### config.mk
export PLATFORM = sky130hd
export DESIGN_NAME = sdram_wb_arbiter
export DESIGN_NICKNAME = d
export VERILOG_FILES = /design/src/rtl/sdram_arb_pkg.sv /design/src/rtl/sdram_arb_watchdog.sv /design/src/rtl/sdram_wb_arbiter.sv
export SDC_FILE = /design/constraint.sdc
export NUM_CORES = 1
export LEC_CHECK = 0
export BUFFER_PORTS_ARGS = -buffer_cell sky130_fd_sc_hd__buf_2
export CAP_MARGIN = 20
export CORE_AREA = 4 4 105 107
export CTS_CLUSTER_DIAMETER = 60
export CTS_CLUSTER_SIZE = 28
export DETAILED_ROUTE_END_ITERATION = 10
export DIE_AREA = 0 0 109 111
export PLACE_DENSITY_LB_ADDON = 0.12
export REMOVE_ABC_BUFFERS = 1
export SYNTH_ARGS = -nofsm -noshare
export SYNTH_HDL_FRONTEND = slang
export SYNTH_SLANG_ARGS = --single-unit
### constraint.sdc
create_clock -name clk_i -period 2 [get_ports clk_i]
set_input_delay 0.4 -clock clk_i [delete_from_list [all_inputs] [get_ports clk_i]]
set_output_delay 0.4 -clock clk_i [all_outputs]
set_load 0.02 [all_outputs]
### src/rtl/sdram_arb_pkg.sv
// Shared types and constants for the two-master Wishbone arbiter that feeds the SDRAM controller.
package sdram_arb_pkg;

    typedef enum logic [1:0] {
        ST_IDLE   = 2'd0,
        ST_GRANT0 = 2'd1,
        ST_GRANT1 = 2'd2
    } arb_state_e;

    localparam logic [1:0] GRANT_NONE = 2'b00;
    localparam logic [1:0] GRANT_M0   = 2'b01;
    localparam logic [1:0] GRANT_M1   = 2'b10;

    localparam int unsigned WDT_W = 16;

    function automatic logic [1:0] grant_of(input arb_state_e st);
        logic [1:0] g;
        case (st)
            ST_GRANT0: g = GRANT_M0;
            ST_GRANT1: g = GRANT_M1;
            default:   g = GRANT_NONE;
        endcase
        return g;
    endfunction

endpackage

### src/rtl/sdram_arb_watchdog.sv
// Stall watchdog: counts consecutive stalled beats and flags the TIMEOUT-th one.
module sdram_arb_watchdog
    import sdram_arb_pkg::*;
#(
    parameter int unsigned TIMEOUT = 255
) (
    input  logic clk_i,
    input  logic rst_n_i,
    input  logic en_i,
    input  logic clr_i,
    output logic expired_o
);

    localparam logic [WDT_W-1:0] LIMIT = WDT_W'(TIMEOUT - 1);

    logic [WDT_W-1:0] cnt_q;
    logic [WDT_W-1:0] cnt_d;

    // Next count: clear wins over increment; saturates because the grant is dropped on expiry anyway.
    always_comb begin
        cnt_d = cnt_q;
        if (clr_i) begin
            cnt_d = '0;
        end else if (en_i && (cnt_q < LIMIT)) begin
            cnt_d = cnt_q + WDT_W'(1);
        end else begin
            cnt_d = cnt_q;
        end
    end

    // Counter register.
    always_ff @(posedge clk_i or negedge rst_n_i) begin
        if (!rst_n_i) begin
            cnt_q <= '0;
        end else begin
            cnt_q <= cnt_d;
        end
    end

    // cnt_q already holds TIMEOUT-1 earlier stalls, so this stalled cycle is the TIMEOUT-th.
    assign expired_o = en_i && !clr_i && (cnt_q >= LIMIT);

endmodule

### src/rtl/sdram_wb_arbiter.sv
// Two-master Wishbone arbiter with alternating priority and a stall watchdog toward the SDRAM controller.
module sdram_wb_arbiter
    import sdram_arb_pkg::*;
#(
    parameter int unsigned ADDR_W  = 22,
    parameter int unsigned DATA_W  = 32,
    parameter int unsigned TIMEOUT = 255
) (
    input  logic              clk_i,
    input  logic              rst_n_i,
    input  logic [ADDR_W-1:0] m0_addr_i,
    input  logic [DATA_W-1:0] m0_dat_i,
    input  logic              m0_we_i,
    input  logic              m0_stb_i,
    input  logic              m0_cyc_i,
    output logic [DATA_W-1:0] m0_dat_o,
    output logic              m0_ack_o,
    output logic              m0_err_o,
    input  logic [ADDR_W-1:0] m1_addr_i,
    input  logic [DATA_W-1:0] m1_dat_i,
    input  logic              m1_we_i,
    input  logic              m1_stb_i,
    input  logic              m1_cyc_i,
    output logic [DATA_W-1:0] m1_dat_o,
    output logic              m1_ack_o,
    output logic              m1_err_o,
    output logic [ADDR_W-1:0] s_addr_o,
    output logic [DATA_W-1:0] s_dat_o,
    output logic              s_we_o,
    output logic              s_stb_o,
    output logic              s_cyc_o,
    input  logic [DATA_W-1:0] s_dat_i,
    input  logic              s_ack_i,
    output logic [1:0]        grant_o
);

    arb_state_e state_q;
    arb_state_e state_d;
    logic       last_grant_q;
    logic       last_grant_d;
    logic [1:0] grant_q;
    logic [1:0] grant_d;

    logic granted_s;
    logic sel_stb_s;
    logic wd_en_s;
    logic wd_clr_s;
    logic wd_expired_s;

    // Watchdog qualifiers for the currently granted master.
    always_comb begin
        granted_s = 1'b0;
        sel_stb_s = 1'b0;
        case (state_q)
            ST_GRANT0: begin
                granted_s = 1'b1;
                sel_stb_s = m0_stb_i;
            end
            ST_GRANT1: begin
                granted_s = 1'b1;
                sel_stb_s = m1_stb_i;
            end
            default: begin
                granted_s = 1'b0;
                sel_stb_s = 1'b0;
            end
        endcase
        wd_en_s  = granted_s && sel_stb_s && !s_ack_i;
        wd_clr_s = !granted_s || !sel_stb_s || s_ack_i;
    end

    sdram_arb_watchdog #(
        .TIMEOUT (TIMEOUT)
    ) u_watchdog (
        .clk_i     (clk_i),
        .rst_n_i   (rst_n_i),
        .en_i      (wd_en_s),
        .clr_i     (wd_clr_s),
        .expired_o (wd_expired_s)
    );

    // Next-state: last_grant holds the index of the most recent owner (0 = m0, 1 = m1).
    always_comb begin
        state_d      = state_q;
        last_grant_d = last_grant_q;
        case (state_q)
            ST_IDLE: begin
                if (m0_cyc_i && m1_cyc_i) begin
                    if (last_grant_q) begin
                        state_d      = ST_GRANT0;
                        last_grant_d = 1'b0;
                    end else begin
                        state_d      = ST_GRANT1;
                        last_grant_d = 1'b1;
                    end
                end else if (m0_cyc_i) begin
                    state_d      = ST_GRANT0;
                    last_grant_d = 1'b0;
                end else if (m1_cyc_i) begin
                    state_d      = ST_GRANT1;
                    last_grant_d = 1'b1;
                end else begin
                    state_d = ST_IDLE;
                end
            end
            ST_GRANT0: begin
                if (wd_expired_s || !m0_cyc_i) begin
                    state_d      = ST_IDLE;
                    last_grant_d = 1'b0;
                end else begin
                    state_d = ST_GRANT0;
                end
            end
            ST_GRANT1: begin
                if (wd_expired_s || !m1_cyc_i) begin
                    state_d      = ST_IDLE;
                    last_grant_d = 1'b1;
                end else begin
                    state_d = ST_GRANT1;
                end
            end
            default: begin
                state_d = ST_IDLE;
            end
        endcase
        grant_d = grant_of(state_d);
    end

    // State, priority and grant registers.
    always_ff @(posedge clk_i or negedge rst_n_i) begin
        if (!rst_n_i) begin
            state_q      <= ST_IDLE;
            last_grant_q <= 1'b1;
            grant_q      <= GRANT_NONE;
        end else begin
            state_q      <= state_d;
            last_grant_q <= last_grant_d;
            grant_q      <= grant_d;
        end
    end

    // Slave-side mux and ack/err routing; an expiring beat is withdrawn from the slave.
    always_comb begin
        s_addr_o = '0;
        s_dat_o  = '0;
        s_we_o   = 1'b0;
        s_stb_o  = 1'b0;
        s_cyc_o  = 1'b0;
        m0_ack_o = 1'b0;
        m1_ack_o = 1'b0;
        m0_err_o = 1'b0;
        m1_err_o = 1'b0;
        case (state_q)
            ST_GRANT0: begin
                s_addr_o = m0_addr_i;
                s_dat_o  = m0_dat_i;
                s_we_o   = m0_we_i;
                s_stb_o  = m0_stb_i && !wd_expired_s;
                s_cyc_o  = m0_cyc_i && !wd_expired_s;
                m0_ack_o = s_ack_i;
                m0_err_o = wd_expired_s;
            end
            ST_GRANT1: begin
                s_addr_o = m1_addr_i;
                s_dat_o  = m1_dat_i;
                s_we_o   = m1_we_i;
                s_stb_o  = m1_stb_i && !wd_expired_s;
                s_cyc_o  = m1_cyc_i && !wd_expired_s;
                m1_ack_o = s_ack_i;
                m1_err_o = wd_expired_s;
            end
            default: begin
                s_cyc_o = 1'b0;
            end
        endcase
    end

    assign m0_dat_o = s_dat_i;
    assign m1_dat_o = s_dat_i;
    assign grant_o  = grant_q;

endmodule

==> impl_metrics.tcl, run 1 <==
set metrics [dict create \
    crit_path_cell_trace "buf_6 > ha_4 > a22o_1 > and3b_2 > o21ai_4 > nand2_2 > nor2_2 > buf_6" \
    ios 276 \
    area_growth_pct 73.90 \
    yosys.area.top_type "a22o_1" \
    numPortBuffers 179 \
    maxSlewViolCount 0 \
    critical_path_required_ns 1.60 \
    synth-edff-count 0 \
    failed_checks "negative setup slack" \
    endpoint_kind "primary output" \
    placed_area_um2 2858 \
    synthMostInstantiatedCell "buf_4" \
    grt_max_degree 22 \
    postSynthAreaPerCell_um2 9.016 \
    yosys_warnings 0 \
    n_fill_cell 1000 \
    final_nets 540 \
    final_hold_viol_count 0 \
    grt_first_pass_wirelength_um 16330 \
    wire_per_inst_um 22.76 \
    peakVddDrop_v 0.0005855 \
    num_rows 37 \
    cp_top_family "simple AND/OR/NAND/NOR gates" \
    clkSlewWorstSetupHoldPaths_ns 0.08 \
    period_needed_ns 2.232 \
    crit_buf_inv 2 \
    synth_flop_cell "dfrtp_1" \
    slowest_delay_ns 0.40 \
    p_leak_nw 1.885 \
    start_util_pct 21.61 \
    drt_first_pass_iters 4 \
    cp.arrival_ns 1.83 \
    cap_violations 0 \
    startpoint_type "flip-flop" \
    seqPwrFrac_pct 10.3 \
    cts.sinks 21 \
    synthCells 243 \
    ff2ff_path_depth 9 \
    post_synth_instance_area_um2 2191 \
    die_y_um 111 \
    clk_path_buf_depth 2 \
    drcViolationCount 0 \
    die_w_um 109 \
    setup_viol 60 \
    cts_tree "yes" \
    fin_crit_sh_pct 111.6 \
    slowest_stage "dfrtp_1" \
    antenna_found_initial 0 \
    finClkSkew_ns 0.009480 \
    holdWs_ns 0.07680 \
    min_path_type "in -> async" \
    h-tree-depth 1 \
    overflow 0 \
    track_usage_pct 18.08 \
    clock-root-buffer "clkbuf_8" \
    synth-seq-cells 21 \
    vias_per_cell 4.669 \
    path_depth 8 \
    fmax_mhz 448.1 \
    power_density_nw_per_um2 1309 \
    slew_headroom_pct 67.40 \
    ys_top_cells_by_area "a22o_1 23%, dfrtp_1 23%, buf_4 23%" \
    place.gp.congestion 0.8789 \
    power_switching_w 0.002082 \
    worstSetupPathType "reg -> out" \
    cts.hold.buffers_added 0 \
    ant_nets 0 \
    internal_power_w 0.002906 \
    core_um2 10140 \
    worst_slack_ns -0.2316 \
    ys_types 38 \
    combPwrFrac_pct 84.0 \
    worst_pin_slew_ns 0.4846 \
    fin_area_um2 3810 \
    clkPwrFrac_pct 5.8 \
    crit_top_cell "buf_6" \
    rsz0062_at_grt "yes" \
    antenna_cells_inserted 0 \
    post-place-ws_ns -0.05070 \
    insertion_delay_ns 0.27 \
    cts_buffers 3 \
    outcome "finished, violations left" \
    synthTopCellsByCount "66 x buf_4, 58 x a22o_1, 20 x dfrtp_1" \
    switching_share_pct 41.74 \
    dieArea_um2 12100 \
    async_flop_share_pct 100.0 \
    drive_gt1_share_pct 64.58 \
    yosysSeqAreaShare_pct 24.04 \
    vias 2428 \
    dp_hpwl_um 8796 \
    drtIter0Drc 128 \
    yosysTopAreaCellShare_pct 23.19 \
    grt_pass1_vias 2493 \
    totalWireLength_um 11830 \
    cp_max_fo 3 \
]
-- timing repair --
action,4_1_cts,5_1_grt
buffers inserted,14,1
gates resized for setup,140,13
cloned,7,2
pin swaps,61,8
endpoints found under the setup margin,61,64
-- metrics by stage --
stage               utilization (%)   TNS, ns  instances  power, W
finish                        37.58    -11.12        520  0.004987
global route                  37.58    -16.54        520  0.005258
CTS                           36.18    -10.90        517  0.004722
detailed placement            28.19  -0.08577        492  0.003074
global placement              28.19  -0.07469        492  0.003088
floorplan                         -    -31.40        163  0.002055
-- flip-flops by register name, indices dropped and copies added (netlist names) --
| register | cells |
|---|---|
| u_watchdog.cnt_q | 16 |
| last_grant_q | 1 |
| state_q | 2 |
| grant_o | 2 |
-- cells by family after synthesis --
logic type,count (synthesis),share of synthesized area (%)
XOR/XNOR,4,1.599
multiplexers,3,1.371
adder cells (fa/ha/maj),6,3.427
AND/OR/NAND/NOR,48,12.22
buffers and inverters,87,26.61
AO/OA/AOI/OAI,74,30.73
flip-flops,21,24.04
-- metal layers --
metal,GRT usage (%),up-vias,routed length (um)
met1,23.46,1144,5016
met3,10.43,6,1586
met5,8.036,-,0
met2,25.59,166,5147
met4,2.862,0,85
li1,-,1112,-
-- layout by cell type, fill, tap and decap left out, types with 2 or more instances in the layout --
cell type / n
buf_16: 7
clkbuf_8: 3
buf_6: 62
inv_2: 2
nand3_1: 2
mux2i_1: 3
buf_4: 19
nor2_2: 2
buf_2: 120
nor4_1: 2
a22o_1: 54
dfrtp_1: 20
inv_1: 5
and2_1: 9
buf_12: 7
a211oi_2: 2
ha_1: 3
xnor2_1: 4
nand3b_1: 2
and2_4: 2
ha_4: 3
a211oi_1: 2
nor2_1: 14
nor3_2: 2
clkbuf_16: 2
nand2_1: 4
a22o_4: 4
nor2_4: 3
-- power by group through the flow --
stage	registers, W	logic (W)	clock network (W)
CTS	0.000511	0.00391	0.000304
finish	0.000512	0.00419	0.000288
detailed placement	0.000520	0.00255	0
floorplan	0.000545	0.00151	0
global placement	0.000521	0.00257	0
global route	0.000520	0.00442	0.000318
-- layout make-up --
| type | count | area (um^2) | share of cell area [%] |
|---|---|---|---|
| Timing Repair Buffer | 217 | 1824 | 47.88 |
| Multi-Input combinational cell | 135 | 1217 | 31.95 |
| Sequential cell | 21 | 526.8 | 13.83 |
| Tap cell | 136 | 170.2 | 4.466 |
| Clock buffer | 4 | 45.04 | 1.182 |
| Inverter | 7 | 26.28 | 0.6897 |
-- worst reg2reg max path: cells and delay by family, from the launching register on --
kind            cells  cell delay [ns]
fa+ha+maj           1             0.15
simple gates        2             0.47
buf+inv             3             0.44
compound gates      3             0.43
flops               1             0.40
-- worst paths after layout --
path	endpoint	slack (ns)	start
min reg2reg	u_watchdog.cnt_q[10]$_DFFE_PN0P_	0.49	u_watchdog.cnt_q[10]$_DFFE_PN0P_
min	u_watchdog.cnt_q[3]$_DFFE_PN0P_	0.08	rst_n_i
min in group clk_i	grant_o[0]$_DFF_PN0_	0.41	m1_cyc_i
max reg2reg	grant_o[1]$_DFF_PN0_	0	state_q[0]$_DFF_PN0_
max in group asynchronous	last_grant_q$_DFFE_PN1P_	1.56	rst_n_i
max	s_cyc_o	-0.23	state_q[0]$_DFF_PN0_
(Power assumes the default switching activity.)
==> inputs of run 2 (changes only) <==
--- a/config.mk
+++ b/config.mk
@@ -5,13 +5,14 @@
 export SDC_FILE = /design/constraint.sdc
 export NUM_CORES = 1
 export LEC_CHECK = 0
+export ABC_AREA = 1
 export BUFFER_PORTS_ARGS = -buffer_cell sky130_fd_sc_hd__buf_2
 export CAP_MARGIN = 20
-export CORE_AREA = 4 4 105 107
+export CORE_AREA = 4 4 106 108
 export CTS_CLUSTER_DIAMETER = 60
 export CTS_CLUSTER_SIZE = 28
 export DETAILED_ROUTE_END_ITERATION = 10
-export DIE_AREA = 0 0 109 111
+export DIE_AREA = 0 0 110 112
 export PLACE_DENSITY_LB_ADDON = 0.12
 export REMOVE_ABC_BUFFERS = 1
 export SYNTH_ARGS = -nofsm -noshare
==> constraint.sdc (replaced) <==
create_clock -name clk_i -period 2.61 [get_ports clk_i]
set_input_delay 0.522 -clock clk_i [delete_from_list [all_inputs] [get_ports clk_i]]
set_output_delay 0.522 -clock clk_i [all_outputs]
set_load 0.02 [all_outputs]
==> run 2 against run 1 <==
The flow now finishes without violations. Non-clock buffer count decreased by 33. Routed wire length decreased by 5.9%. Synthesized cell count increased by 65%. Sequential power decreased by 21%. Cell area decreased by 18%. First-iteration DRC count increased by 59%. Register-to-register slack improved by 0.86 ns. Worst hold slack improved by 0.13 ns. Count of clock-buffer cells in the layout decreased by 1. Synthesized area increased by 15%. Largest power group unchanged.
==> impl_metrics.tcl, run 2 <==
set metrics [dict create \
    outcome "finished, final reports clean" \
    insertion_delay_ns 0.26 \
    antenna_cells_inserted 0 \
    core_um2 10230 \
    grt_max_degree 83 \
    vias 2928 \
    combPwrFrac_pct 80.0 \
    post-place-ws_ns 0.3914 \
    ios 276 \
    ys_top_cells_by_area "nand3_1 23%, dfrtp_1 20%, buf_4 19%" \
    seqPwrFrac_pct 13.0 \
    synth-seq-cells 21 \
    clkPwrFrac_pct 7.0 \
    p_leak_nw 1.927 \
    drt_first_pass_iters 4 \
    numPortBuffers 179 \
    final_cell_mix "179 x buf_2, 117 x nand3_1, 81 x nand2_1" \
    post_synth_instance_area_um2 2515 \
    setup_viol 0 \
    startpoint_type "flip-flop" \
    die_y_um 112 \
    antenna_found_initial 0 \
    die_w_um 110 \
    dp_hpwl_um 8734 \
    largest_reg_flops 16 \
    synthTopCellsByCount "117 x nand3_1, 81 x nand2_1, 64 x buf_4" \
    synthCells 401 \
    fmax_mhz 408.0 \
    critical_path_required_ns 2.09 \
    overflow 0 \
    crit_path_cell_trace "inv_1 > ha_4 > buf_16 > nand3_1 > nand2_1 > buf_2" \
    clk_path_buf_depth 2 \
    min_path_type "in -> async" \
    yosys.area.top_type "nand3_1" \
    yosysTopAreaCellShare_pct 23.28 \
    period_needed_ns 2.451 \
    worst_pin_slew_ns 0.4786 \
    internal_power_w 0.001251 \
    area_growth_pct 24.18 \
    synth-edff-count 0 \
    maxSlewViolCount 0 \
    start_util_pct 24.58 \
    num_rows 37 \
    grt_pass1_vias 2748 \
    power_switching_w 0.001847 \
    finClkSkew_ns 0.006064 \
    ant_nets 0 \
    peakVddDrop_v 0.0005970 \
    cp_max_fo 82 \
    final_nets 655 \
    async_flop_share_pct 100.0 \
    yosysSeqAreaShare_pct 20.95 \
    track_usage_pct 16.84 \
    cts.hold.buffers_added 0 \
    switching_share_pct 59.63 \
    worstSetupPathType "reg -> out" \
    h-tree-depth 1 \
    cp_top_family "buffers and inverters" \
    endpoint_kind "primary output" \
    totalWireLength_um 11140 \
    synthMostInstantiatedCell "nand3_1" \
    synth_flop_cell "dfrtp_1" \
    cts_tree "yes" \
    cap_violations 0 \
    clock-root-buffer "clkbuf_8" \
    ys_types 26 \
    power_density_nw_per_um2 991.9 \
    place.gp.congestion 0.8911 \
    place_inst 630 \
    mostFrequentLayoutCell "buf_2" \
    cts.sinks 21 \
    dieArea_um2 12320 \
    slowest_stage "ha_4" \
    fin_crit_sh_pct 93.90 \
    slew_headroom_pct 68.09 \
    final_hold_viol_count 0 \
    rsz0062_at_grt "no" \
    vias_per_cell 4.611 \
    drive_gt1_share_pct 41.28 \
    holdWs_ns 0.2046 \
    slowest_delay_ns 0.43 \
    crit_buf_inv 3 \
    drtIter0Drc 204 \
    wire_per_inst_um 17.54 \
    largest_register "u_watchdog.cnt_q" \
    cts_buffers 3 \
    layoutNonFillerInstCount 635 \
    grt_first_pass_wirelength_um 15840 \
    postSynthAreaPerCell_um2 6.272 \
    yosys_warnings 0 \
    cp.arrival_ns 1.93 \
    worst_slack_ns 0.1592 \
    drcViolationCount 0 \
    clkSlewWorstSetupHoldPaths_ns 0.08 \
]
[run 2: cell count changes after synthesis, sizes merged, moves of 5 or more]
cell,delta
a22o,-58
and2,-11
buf,+10
inv,+22
nand2,+82
nand3,+116
nor2,+10
o21ai,+5
[run 2: through the flow]
| step | setup TNS, ns | utilization (%) | cell area (um^2) | power (W) |
|---|---|---|---|---|
| final | 0 | 30.52 | 3123 | 0.003098 |
| after global routing | 0 | 30.52 | 3123 | 0.003368 |
| after CTS | 0 | 30.34 | 3104 | 0.003054 |
| after detailed placement | 0 | 29.89 | 3058 | 0.002827 |
| after global placement | 0 | 29.89 | 3058 | 0.002819 |
| after floorplan | -45.33 | - | 1919 | 0.001772 |
[run 2: power by group through the flow]
| stage | clock network, W | registers [W] | logic, W |
|---|---|---|---|
| after global placement | 0 | 0.000411 | 0.00241 |
| after detailed placement | 0 | 0.000412 | 0.00241 |
| after global routing | 0.000242 | 0.000412 | 0.00271 |
| after floorplan | 0 | 0.000417 | 0.00135 |
| final | 0.000216 | 0.000404 | 0.00248 |
| after CTS | 0.000227 | 0.000406 | 0.00242 |
[run 2: kinds of logic (layout without fill, tap and decap cells)]
| family | Yosys count | count (layout) | share of synthesized area, % |
|---|---|---|---|
| adders and majority gates | 6 | 6 | 2.985 |
| DFF | 21 | 21 | 20.95 |
| and+or+nand+nor | 241 | 241 | 45.17 |
| buffers and inverters | 119 | 217 | 28.01 |
| AOI/OAI and AO/OA | 14 | 14 | 2.885 |
[run 2: worst register-to-register path: stages, from the launching register on]
cell and delay [ns]:
dfrtp_1 0.41, inv_1 0.13, ha_2 0.22, buf_4 0.38, nand2_1 0.12, inv_1 0.07, nand2_2 0.07, nand2_1 0.10
nand2_1 0.07, nor2_1 0.10
[run 2: layer usage]
metal  vias up  track usage (%)  wire length [um]
met5         -            7.563                 0
met4         0            2.411                80
met3         8            9.333              1402
met2       182            24.64              4955
met1      1311            21.51              4699
li1       1427                -                 -
[run 2: final cells by class]
| cell class | instances | area [um^2] |
|---|---|---|
| Fill cell | 1136 | 7108 |
| Multi-Input combinational cell | 261 | 1301 |
| Timing Repair Buffer | 184 | 969.7 |
| Sequential cell | 21 | 526.8 |
| Tap cell | 136 | 170.2 |
| Inverter | 29 | 108.9 |
| Clock buffer | 3 | 41.29 |
| Clock inverter | 1 | 5.005 |
[run 2: worst paths after layout]
kind | start | endpoint | slack, ns | cells past startpoint
min in group clk_i | last_grant_q$_DFFE_PN1P_ | last_grant_q$_DFFE_PN1P_ | 0.48 | 2
min | rst_n_i | u_watchdog.cnt_q[10]$_DFFE_PN0P_ | 0.20 | 1
max | state_q[0]$_DFF_PN0_ | s_dat_o[25] | 0.16 | 6
max reg2reg | state_q[1]$_DFF_PN0_ | grant_o[0]$_DFF_PN0_ | 0.86 | 9
min reg2reg | last_grant_q$_DFFE_PN1P_ | last_grant_q$_DFFE_PN1P_ | 0.48 | 2
max in group asynchronous | rst_n_i | last_grant_q$_DFFE_PN1P_ | 2.05 | 1
[run 2: repair_timing]
action | CTS | global route
endpoints found under the setup margin | 0 | 39
setup buffers | 0 | 1
gates resized for setup | 0 | 1
